**src/rtl/ex_pkg.sv**
```systemverilog
// rtl/ex_pkg.sv - shared constants, control-bit indices and divider state type for the execute stage
package ex_pkg;

   localparam int WIDTH     = 32;
   localparam int CTRL_W    = 22;
   localparam int DIV_ITERS = 32;
   localparam int CNT_W     = 5;

   localparam int IS_ST      = 0;
   localparam int IS_LD      = 1;
   localparam int IS_BEQ     = 2;
   localparam int IS_BGT     = 3;
   localparam int IS_RET     = 4;
   localparam int IS_IMM     = 5;
   localparam int IS_WB      = 6;
   localparam int IS_UBRANCH = 7;
   localparam int IS_CALL    = 8;
   localparam int IS_ADD     = 9;
   localparam int IS_SUB     = 10;
   localparam int IS_CMP     = 11;
   localparam int IS_MUL     = 12;
   localparam int IS_DIV     = 13;
   localparam int IS_MOD     = 14;
   localparam int IS_LSL     = 15;
   localparam int IS_LSR     = 16;
   localparam int IS_ASR     = 17;
   localparam int IS_OR      = 18;
   localparam int IS_AND     = 19;
   localparam int IS_NOT     = 20;
   localparam int IS_MOV     = 21;

   typedef enum logic [1:0] {
      IDLE = 2'd0,
      BUSY = 2'd1,
      DONE = 2'd2
   } div_state_e;

   function automatic logic [WIDTH-1:0] magnitude(input logic [WIDTH-1:0] x);
      return x[WIDTH-1] ? -x : x;
   endfunction

endpackage

```
**src/rtl/ex_stage_if.sv**
```systemverilog
// rtl/ex_stage_if.sv - OF/EX latch inputs and EX/MA latch outputs of the execute stage
interface ex_stage_if;
   import ex_pkg::*;

   logic [WIDTH-1:0]  input_EX_PC;
   logic [WIDTH-1:0]  EX_branchTarget;
   logic [WIDTH-1:0]  Operand_EX_A;
   logic [WIDTH-1:0]  Operand_EX_B;
   logic [WIDTH-1:0]  Operand_EX_2;
   logic [WIDTH-1:0]  input_EX_IR;
   logic [CTRL_W-1:0] Input_EX_controlBus;

   logic [WIDTH-1:0]  output_EX_ALUResult;
   logic              EX_isBranchTaken;
   logic [WIDTH-1:0]  EX_branchPC;
   logic              EX_stall;
   logic [WIDTH-1:0]  output_EX_PC;
   logic [WIDTH-1:0]  output_EX_Operand2;
   logic [WIDTH-1:0]  output_EX_IR;
   logic [CTRL_W-1:0] output_EX_controlBus;

   modport master (
      output input_EX_PC, EX_branchTarget, Operand_EX_A, Operand_EX_B,
             Operand_EX_2, input_EX_IR, Input_EX_controlBus,
      input  output_EX_ALUResult, EX_isBranchTaken, EX_branchPC, EX_stall,
             output_EX_PC, output_EX_Operand2, output_EX_IR, output_EX_controlBus
   );

   modport slave (
      input  input_EX_PC, EX_branchTarget, Operand_EX_A, Operand_EX_B,
             Operand_EX_2, input_EX_IR, Input_EX_controlBus,
      output output_EX_ALUResult, EX_isBranchTaken, EX_branchPC, EX_stall,
             output_EX_PC, output_EX_Operand2, output_EX_IR, output_EX_controlBus
   );

endinterface

```
**src/rtl/ex_divider.sv**
```systemverilog
// rtl/ex_divider.sv - 32-step restoring signed divider producing quotient and remainder
module ex_divider
   import ex_pkg::*;
(
   input  logic             clk,
   input  logic             rst_n,
   input  logic             start_i,
   input  logic [WIDTH-1:0] dividend_i,
   input  logic [WIDTH-1:0] divisor_i,
   output logic             busy_o,
   output logic             done_o,
   output logic [WIDTH-1:0] quo_o,
   output logic [WIDTH-1:0] rem_o
);

   div_state_e       state_q;
   logic [CNT_W-1:0] count_q;
   logic [WIDTH-1:0] quo_q, rem_q, dvsr_q;
   logic [WIDTH-1:0] quo_d, rem_d;
   logic             neg_quo_q, neg_rem_q, div_zero_q;

   logic [WIDTH:0]   shifted;
   logic [WIDTH:0]   diff;
   logic             fits;

   // One restoring step: bring in the next dividend bit, subtract if it fits.
   assign shifted = {rem_q, quo_q[WIDTH-1]};
   assign diff    = shifted - {1'b0, dvsr_q};
   assign fits    = (shifted >= {1'b0, dvsr_q});
   assign rem_d   = fits ? diff[WIDTH-1:0] : shifted[WIDTH-1:0];
   assign quo_d   = {quo_q[WIDTH-2:0], fits};

   always_ff @(posedge clk or negedge rst_n) begin
      if (!rst_n) begin
         state_q    <= IDLE;
         count_q    <= '0;
         quo_q      <= '0;
         rem_q      <= '0;
         dvsr_q     <= '0;
         neg_quo_q  <= 1'b0;
         neg_rem_q  <= 1'b0;
         div_zero_q <= 1'b0;
      end else begin
         case (state_q)
            IDLE: begin
               if (start_i) begin
                  quo_q      <= magnitude(dividend_i);
                  rem_q      <= '0;
                  dvsr_q     <= magnitude(divisor_i);
                  neg_quo_q  <= dividend_i[WIDTH-1] ^ divisor_i[WIDTH-1];
                  neg_rem_q  <= dividend_i[WIDTH-1];
                  div_zero_q <= (divisor_i == '0);
                  count_q    <= '0;
                  state_q    <= BUSY;
               end
            end
            BUSY: begin
               quo_q   <= quo_d;
               rem_q   <= rem_d;
               count_q <= count_q + 1'b1;
               if (count_q == CNT_W'(DIV_ITERS - 1)) begin
                  state_q <= DONE;
               end
            end
            DONE: begin
               state_q <= IDLE;
            end
            default: begin
               state_q <= IDLE;
            end
         endcase
      end
   end

   assign busy_o = (state_q == BUSY);
   assign done_o = (state_q == DONE);

   // Divide by zero leaves |A| in the remainder, so only the quotient needs forcing.
   assign quo_o = div_zero_q ? '1 : (neg_quo_q ? -quo_q : quo_q);
   assign rem_o = neg_rem_q ? -rem_q : rem_q;

endmodule

```
**src/rtl/ex_stage.sv**
```systemverilog
// rtl/ex_stage.sv - execute stage: ALU, compare flags, branch resolution and div/mod stall control
module ex_stage
   import ex_pkg::*;
(
   input  logic      clk,
   input  logic      rst_n,
   ex_stage_if.slave bus
);

   logic [CTRL_W-1:0] ctrl;
   logic [WIDTH-1:0]  op_a, op_b;
   logic [4:0]        shamt;
   logic [WIDTH-1:0]  alu_res;
   logic [WIDTH-1:0]  div_quo, div_rem;
   logic              div_start, div_busy, div_done;
   logic              ex_stall;
   logic              e_q, gt_q, e_d, gt_d;

   assign ctrl  = bus.Input_EX_controlBus;
   assign op_a  = bus.Operand_EX_A;
   assign op_b  = bus.Operand_EX_B;
   assign shamt = op_b[4:0];

   // Low half of a product is identical for signed and unsigned operands.
   always_comb begin
      alu_res = '0;
      if (ctrl[IS_ADD] | ctrl[IS_LD] | ctrl[IS_ST]) begin
         alu_res = op_a + op_b;
      end else if (ctrl[IS_SUB] | ctrl[IS_CMP]) begin
         alu_res = op_a - op_b;
      end else if (ctrl[IS_MUL]) begin
         alu_res = op_a * op_b;
      end else if (ctrl[IS_LSL]) begin
         alu_res = op_a << shamt;
      end else if (ctrl[IS_LSR]) begin
         alu_res = op_a >> shamt;
      end else if (ctrl[IS_ASR]) begin
         alu_res = $signed(op_a) >>> shamt;
      end else if (ctrl[IS_OR]) begin
         alu_res = op_a | op_b;
      end else if (ctrl[IS_AND]) begin
         alu_res = op_a & op_b;
      end else if (ctrl[IS_NOT]) begin
         alu_res = ~op_b;
      end else if (ctrl[IS_MOV]) begin
         alu_res = op_b;
      end
   end

   assign e_d  = (op_a == op_b);
   assign gt_d = ($signed(op_a) > $signed(op_b));

   always_ff @(posedge clk or negedge rst_n) begin
      if (!rst_n) begin
         e_q  <= 1'b0;
         gt_q <= 1'b0;
      end else if (ctrl[IS_CMP] && !ex_stall) begin
         e_q  <= e_d;
         gt_q <= gt_d;
      end
   end

   assign div_start = ctrl[IS_DIV] | ctrl[IS_MOD];

   ex_divider u_divider (
      .clk        (clk),
      .rst_n      (rst_n),
      .start_i    (div_start),
      .dividend_i (op_a),
      .divisor_i  (op_b),
      .busy_o     (div_busy),
      .done_o     (div_done),
      .quo_o      (div_quo),
      .rem_o      (div_rem)
   );

   // Stall covers the IDLE decode cycle and all BUSY cycles; DONE lets the latches advance.
   assign ex_stall = rst_n & (div_busy | (div_start & ~div_busy & ~div_done));

   assign bus.EX_stall            = ex_stall;
   assign bus.output_EX_ALUResult = div_done ? (ctrl[IS_MOD] ? div_rem : div_quo) : alu_res;
   assign bus.EX_isBranchTaken    = ctrl[IS_UBRANCH] | (ctrl[IS_BEQ] & e_q) | (ctrl[IS_BGT] & gt_q);
   assign bus.EX_branchPC         = ctrl[IS_RET] ? op_a : bus.EX_branchTarget;

   assign bus.output_EX_PC         = bus.input_EX_PC;
   assign bus.output_EX_Operand2   = bus.Operand_EX_2;
   assign bus.output_EX_IR         = bus.input_EX_IR;
   assign bus.output_EX_controlBus = ctrl;

endmodule
```
**src/flat_wrapper.sv**
```systemverilog
// flat-port wrapper written by rule: the top's interface ports become plain ports
module ex_stage_flat import ex_pkg::*;
  (clk, rst_n, bus_input_EX_PC, bus_EX_branchTarget, bus_Operand_EX_A, bus_Operand_EX_B, bus_Operand_EX_2, bus_input_EX_IR, bus_Input_EX_controlBus, bus_output_EX_ALUResult, bus_EX_isBranchTaken, bus_EX_branchPC, bus_EX_stall, bus_output_EX_PC, bus_output_EX_Operand2, bus_output_EX_IR, bus_output_EX_controlBus);
  ex_stage_if bus_i ();
  input  logic clk;
  input  logic rst_n;
  input wire logic [$bits(bus_i.input_EX_PC)-1:0] bus_input_EX_PC;
  input wire logic [$bits(bus_i.EX_branchTarget)-1:0] bus_EX_branchTarget;
  input wire logic [$bits(bus_i.Operand_EX_A)-1:0] bus_Operand_EX_A;
  input wire logic [$bits(bus_i.Operand_EX_B)-1:0] bus_Operand_EX_B;
  input wire logic [$bits(bus_i.Operand_EX_2)-1:0] bus_Operand_EX_2;
  input wire logic [$bits(bus_i.input_EX_IR)-1:0] bus_input_EX_IR;
  input wire logic [$bits(bus_i.Input_EX_controlBus)-1:0] bus_Input_EX_controlBus;
  output wire logic [$bits(bus_i.output_EX_ALUResult)-1:0] bus_output_EX_ALUResult;
  output wire logic [$bits(bus_i.EX_isBranchTaken)-1:0] bus_EX_isBranchTaken;
  output wire logic [$bits(bus_i.EX_branchPC)-1:0] bus_EX_branchPC;
  output wire logic [$bits(bus_i.EX_stall)-1:0] bus_EX_stall;
  output wire logic [$bits(bus_i.output_EX_PC)-1:0] bus_output_EX_PC;
  output wire logic [$bits(bus_i.output_EX_Operand2)-1:0] bus_output_EX_Operand2;
  output wire logic [$bits(bus_i.output_EX_IR)-1:0] bus_output_EX_IR;
  output wire logic [$bits(bus_i.output_EX_controlBus)-1:0] bus_output_EX_controlBus;
  assign bus_i.input_EX_PC = bus_input_EX_PC;
  assign bus_i.EX_branchTarget = bus_EX_branchTarget;
  assign bus_i.Operand_EX_A = bus_Operand_EX_A;
  assign bus_i.Operand_EX_B = bus_Operand_EX_B;
  assign bus_i.Operand_EX_2 = bus_Operand_EX_2;
  assign bus_i.input_EX_IR = bus_input_EX_IR;
  assign bus_i.Input_EX_controlBus = bus_Input_EX_controlBus;
  assign bus_output_EX_ALUResult = bus_i.output_EX_ALUResult;
  assign bus_EX_isBranchTaken = bus_i.EX_isBranchTaken;
  assign bus_EX_branchPC = bus_i.EX_branchPC;
  assign bus_EX_stall = bus_i.EX_stall;
  assign bus_output_EX_PC = bus_i.output_EX_PC;
  assign bus_output_EX_Operand2 = bus_i.output_EX_Operand2;
  assign bus_output_EX_IR = bus_i.output_EX_IR;
  assign bus_output_EX_controlBus = bus_i.output_EX_controlBus;
  ex_stage u_core (.clk(clk), .rst_n(rst_n), .bus(bus_i));
endmodule
```
**config.mk**
```make
export PLATFORM = sky130hd
export DESIGN_NAME = ex_stage_flat
export DESIGN_NICKNAME = d
export VERILOG_FILES = /design/src/rtl/ex_pkg.sv /design/src/rtl/ex_stage_if.sv /design/src/rtl/ex_divider.sv /design/src/rtl/ex_stage.sv /design/src/flat_wrapper.sv
export SDC_FILE = /design/constraint.sdc
export NUM_CORES = 2
export LEC_CHECK = 0
export ABC_CLOCK_PERIOD_IN_PS = 9650
export CAP_MARGIN = 20
export CELL_PAD_IN_SITES_DETAIL_PLACEMENT = 0
export CELL_PAD_IN_SITES_GLOBAL_PLACEMENT = 2
export CORE_MARGIN = 2
export CORE_UTILIZATION = 32
export DETAILED_ROUTE_END_ITERATION = 7
export GPL_ROUTABILITY_DRIVEN = 1
export GPL_TIMING_DRIVEN = 0
export HOLD_SLACK_MARGIN = 0.05
export PLACE_DENSITY = 0.8
export REMOVE_ABC_BUFFERS = 1
export SLEW_MARGIN = 10
export SYNTH_ARGS = -nofsm -noshare
export SYNTH_HDL_FRONTEND = slang
export SYNTH_HIERARCHICAL = 1
export SYNTH_SLANG_ARGS = --single-unit
```
**constraint.sdc**
```tcl
create_clock -name clk -period 9.65 [get_ports clk]
set_input_delay 0.965 -clock clk [delete_from_list [all_inputs] [get_ports clk]]
set_output_delay 0.965 -clock clk [all_outputs]
set_load 0.01 [all_outputs]
```
Word-level counts from Yosys, hierarchy flattened
Index checks and enable logic that the tools add are counted.
{ "totals": {"inputBits": 216, "output_inout_bits": 184, "wordCells": 84, "regBits": 108} }
{ "op_classes": {"addsub": 8, "n_shift": 3, "n_mux": 28, "order_cmp": 2, "n_eq_ne": 6, "reduce_logical": 8, "mul": 1, "n_bitwise": 18} }
{ "ops": {"columns": ["op", "n"], "rows": [
  ["$mux W32", 21],
  ["$neg A32 Y32", 4],
  ["$pmux W32 S2", 2],
  ["$sub A32 B32 Y32", 2],
  ["$ge A33 B32 Y1", 1],
  ["$add A32 B32 Y32", 1],
  ["$and A32 B32 Y32", 1],
  ["$eq A32 B32 Y1", 1],
  ["$gt A32 B32 Y1", 1],
  ["$logic_not A32 Y1", 1],
  ["$mul A32 B32 Y32", 1],
  ["$not A32 Y32", 1],
  ["$or A32 B32 Y32", 1],
  ["$shl A32 B5 Y32", 1],
  ["$shr A32 B5 Y32", 1],
  ["$sshr A32 B5 Y32", 1],
  ["$pmux W5 S2", 1],
  ["$or A1 B1 Y1", 7],
  ["$reduce_and A2 Y1", 3],
  ["$add A5 B1 Y5 const B", 1],
  ["$and A1 B1 Y1", 5],
  ["$eq A5 B5 Y1 const B", 1],
  ["$mux W5", 1],
  ["$mux W2", 2],
  ["11 further kinds", 12]
]} }

Longest topological paths before layout
{ "logic_depth": {"depth_word": 11, "depth_mapped": 31, "ltp_nobuf": 28} }

Modules after synthesis
Netlist, hierarchy kept.
{ "modules_own_cells": {"columns": ["module", "area_per_inst_um2", "n_inst", "cells_per_inst", "seq_area_each_um2"], "rows": [
  ["ex_stage", 26669.3, 1, 3414, 50.0],
  ["ex_divider", 8663.3, 1, 1071, 2652.5]
]} }

Least setup slack after synthesis
Ideal clock, no wire load.
{ "synth_timing": {"kind": "input port to output port", "startpoint": "input bus_Operand_EX_B[3]", "endpoint": "output bus_output_EX_ALUResult[31]", "t_required_ns": 8.685, "path_slack_ns": 0.185, "n_path_buf": 5, "arrival_ns": 8.500, "stages": 28, "path_cell_list": "clkbuf_1 clkbuf_1 buf_1 clkbuf_1 buf_1 nand2_1 fa_1 inv_1 fa_1 inv_1 fa_1 fa_1 inv_1 fa_1 fa_1 fa_1 fa_1 ha_1 a21o_1 a21o_1 a21o_1 a21o_1 a211oi_1 a21boi_0 xnor2_1 mux2i_1 o22ai_1 o41a_1"} }
{ "synth_between": {"elab_chain_len": 8, "elab_cells_between_ends": 13, "cone_classes": "add/sub (2); mul (1); shift (3); mux (7)"} }
{ "synth_lines": {"columns": ["element", "line", "text"], "rows": [
  ["start, declared", "flat_wrapper.sv:10", "input wire logic [$bits(bus_i.Operand_EX_B)-1:0] bus_Operand_EX_B;"],
  ["parallel branches: the longest is 6 deep, another holds $mul A32 B32 Y32", null, null],
  ["$mux W32 *", "ex_stage.sv:27", "if (ctrl[IS_ADD] | ctrl[IS_LD] | ctrl[IS_ST]) begin"],
  ["$mux W32 *", "ex_stage.sv:81", "assign bus.output_EX_ALUResult = div_done ? (ctrl[IS_MOD] ? div_rem : div_quo) : alu_res;"],
  ["end, declared", "flat_wrapper.sv:14", "output wire logic [$bits(bus_i.output_EX_ALUResult)-1:0] bus_output_EX_ALUResult;"]
]} }
Every way passes the cells marked *.

Worst setup path after layout
Same ends and word-level chain as after synthesis.

==> summary.md <==
| Metric | Value |
|---|---|
| Layout area overhead | `14.0%` |
| Simple-gate share of the synthesized area | `0.162` |
| GRT Total Usage | `0.326` |
| Most common cell after layout, fill and taps aside | `nor2_1` |
| HPWL Detailed | `139000 um` |
| Port bufs | `201` |
| Inserted Clock Buffers | `9` |
| Most frequent cells in the layout | `nor2_1, nand2_1, inv_1` |
| Run status | `complete, but fails checks` |
| Critical Path AT | `8.85 ns` |
| Placer Congestion | `0.968` |
| DRC | `0` |
| GRT overflow | `0` |
| Starting DRT DRC Count | `4073` |
| Main combinational cell family by area after synthesis | `adder cells` |
| Fin nets | `5333` |
| Post-DR vias/cell | `5.88` |
| Dpl cell area | `38100 um2` |
| Reg-to-Reg Start | `u_core/u_divider/rem_q[15]` |
| Clk Latency, worst-skew pair | `0.39 ns` |
| Post-Route WL | `187000 um` |
| Routed len/inst | `31.5 um` |
| Async S/R FF share, synth | `1.00` |
| Setup CP Type | `in2out` |
| Share of layout cells above drive strength 1 | `0.122` |
| Clk slew on worst S/H paths | `0.07 ns` |
| Reg-to-Reg End | `u_core/u_divider/quo_q[0]` |
| Row cnt | `121` |
| Reg2reg path depth | `9` |
| Final Hold Vio Count | `0` |
| Yosys cell types | `100` |
| Post-DRT Antenna Nets | `0` |
| Synth Area in Compound Gates | `0.178` |
| Final Util | `0.369` |
| Worst Tran Pin Value | `1.29 ns` |
| Filler Cell Count | `11368` |
| Die Span Y | `336 um` |
| Hold Crit Class | `reg2reg` |
| Worst Setup Slack, final | `-0.169 ns` |
| Final min period | `9.82 ns` |
| Fin. max-slew vios | `0` |
| CP required | `8.69 ns` |
| Largest net degree at the start of global routing | `78` |
| Synth Instances | `4485` |
| Syn avg cell area | `7.88 um2` |
| Startpoint types | `input pin` |
| First-pass GRT wire length | `262000 um` |
| Post-synthesis mux area share | `0.0839` |
| CTS tree | `done` |
| Initial antenna violation count | `4` |
| IO Pins | `400` |
| Worst Setup SP | `bus_Operand_EX_B[3]` |
| RSZ-0062 raised after global routing | `yes` |
| Count of state elements after synthesis | `108` |
| Worst Setup EP | `bus_output_EX_ALUResult[31]` |
| Crit Path Max Fanout | `15` |
| Vias in the first global route | `33824` |
| Min Hold Slack | `0.484 ns` |
| Main synth FF type | `dfrtp_1` |
| Clock Path Buffers | `2` |
| Via count | `34859` |
| Num Clock Sinks | `108` |
| Fin crit share | `1.02` |
| Post-route design area | `40300 um2` |
| Post-synth EDFFs | `0` |
| Max cap viols | `0` |
| Worst setup skew after layout | `0.0143 ns` |
| Slew headroom | `0.135` |
| Core ar. | `109000 um2` |
| Post-Synth Adder-Cell Area | `0.324` |
| H-tree depth | `3` |
| Post-synthesis xor/xnor area fraction | `0.0586` |
| Fmax | `0.102 GHz` |
| Drt pass-1 iters | `7` |
| Starting Density | `0.324` |
| Endpoint class of the critical path | `output pin` |
| Hold_buf cts | `0` |
| Sequential area share after synthesis | `0.0765` |
| Cell Area, Synth | `35300 um2` |
| Die W | `336 um` |
| Reg2reg setup slack | `5.65 ns` |
| Root buffer cell | `clkbuf_16` |
| Finish-stage setup viols | `2` |
| Failing checks | `setup timing` |
| Die area | `113000 um2` |
| Yosys warns | `6` |
[sequential cells by signal, indices dropped and copies added, names as in the netlist, 2 cells and up]
name / flops
u_core/u_divider/count_q: 5
u_core/u_divider/rem_q: 32
u_core/u_divider/dvsr_q: 32
u_core/u_divider/state_q: 2
u_core/u_divider/quo_q: 32
[worst max-delay path, cell delays in order]
cell      delay (ns)
buf_12          0.14
buf_16          0.16
inv_4           0.11
buf_16          0.17
nor2_1          0.08
fa_1            0.52
inv_1           0.05
fa_1            0.53
fa_2            0.49
fa_1            0.55
inv_1           0.05
fa_1            0.48
fa_1            0.59
fa_1            0.47
fa_1            0.59
ha_4            0.24
a21o_1          0.17
a21o_1          0.18
a221o_1         0.45
and3_1          0.20
a211oi_1        0.20
a21boi_2        0.23
xnor2_2         0.16
mux2i_1         0.20
o22ai_1         0.11
o41a_1          0.52
clkbuf_2        0.17
[stage by stage]
stage	setup slack [ns]	setup TNS, ns	instances
after floorplan	-0.352	-0.949	4058
after global placement	-7.24	-174.76	5735
after detailed placement	-2.40	-30.84	5787
after CTS	-0.0263	-0.0263	5908
after global routing	-0.282	-0.521	5929
final	-0.169	-0.179	5932
[routing by layer]
metal  global-route usage  share of wire
met5               0.0783         0.0066
met4                0.132          0.046
met2                0.462           0.41
met1                0.432           0.42
met3                0.127           0.12
[kinds of logic (layout without fill, tap and decap cells)]
logic type | count (synthesis) | count (layout)
AND/OR/NAND/NOR | 1337 | 1337
AO/OA/AOI/OAI | 968 | 968
buffers and inverters | 956 | 924
adder cells (fa/ha/maj) | 669 | 669
XOR/XNOR | 235 | 235
multiplexers | 212 | 212
flip-flops | 108 | 108
other | 0 | 3
[what timing repair did]
item / 4_1_cts / 5_1_grt
endpoints found under the hold margin: 0 / 0
setup endpoints to repair: 21 / 15
cloned: 12 / 0
pin swaps: 6 / 27
gates resized for setup: 203 / 96
setup buffers: 93 / 20
[synthesized netlist by cell type, types with 63 or more instances]
master	n	area [um2]
buf_4	125	938
ha_1	258	3230
xnor2_1	131	1150
mux4_2	63	1420
mux2i_1	105	1050
a21oi_1	225	1130
nor2_1	554	2080
xor2_1	103	902
nor3_1	63	315
fa_1	411	8230
clkbuf_1	241	905
nand2_1	492	1850
dfrtp_1	108	2700
o21ai_0	275	1380
inv_1	510	1910
[how the worst min path moves through the flow]
stage / startpoint / end / slack (ns) / depth (start not counted)
finish: u_core/u_divider/dvsr_q[6] / u_core/u_divider/dvsr_q[6] / 0.48 / 2
global route: u_core/u_divider/dvsr_q[7] / u_core/u_divider/dvsr_q[7] / 0.50 / 2
CTS: u_core/u_divider/count_q[3] / u_core/u_divider/count_q[3] / 0.49 / 1
detailed placement: u_core/u_divider/dvsr_q[6] / u_core/u_divider/dvsr_q[6] / 0.47 / 2
global placement: u_core/u_divider/dvsr_q[23] / u_core/u_divider/dvsr_q[23] / 0.46 / 2
floorplan: u_core/u_divider/count_q[3] / u_core/u_divider/count_q[3] / 0.45 / 1
[layout make-up]
class                      count  area [um2]  share of cell area
antenna                        3        7.51            0.000186
clock buffer                  10         229             0.00569
clock inverter                 6        72.6             0.00180
inverter                     529        2170              0.0540
multi-input combinational   3421       28900               0.719
sequential                   108        2700              0.0671
tap                         1476        1850              0.0459
timing repair buffer         375        4250               0.105
timing repair inverter         4        47.5             0.00118
Power is not shown: default switching activity piles up to over one toggle a cycle in this logic, so the estimate is an artifact.
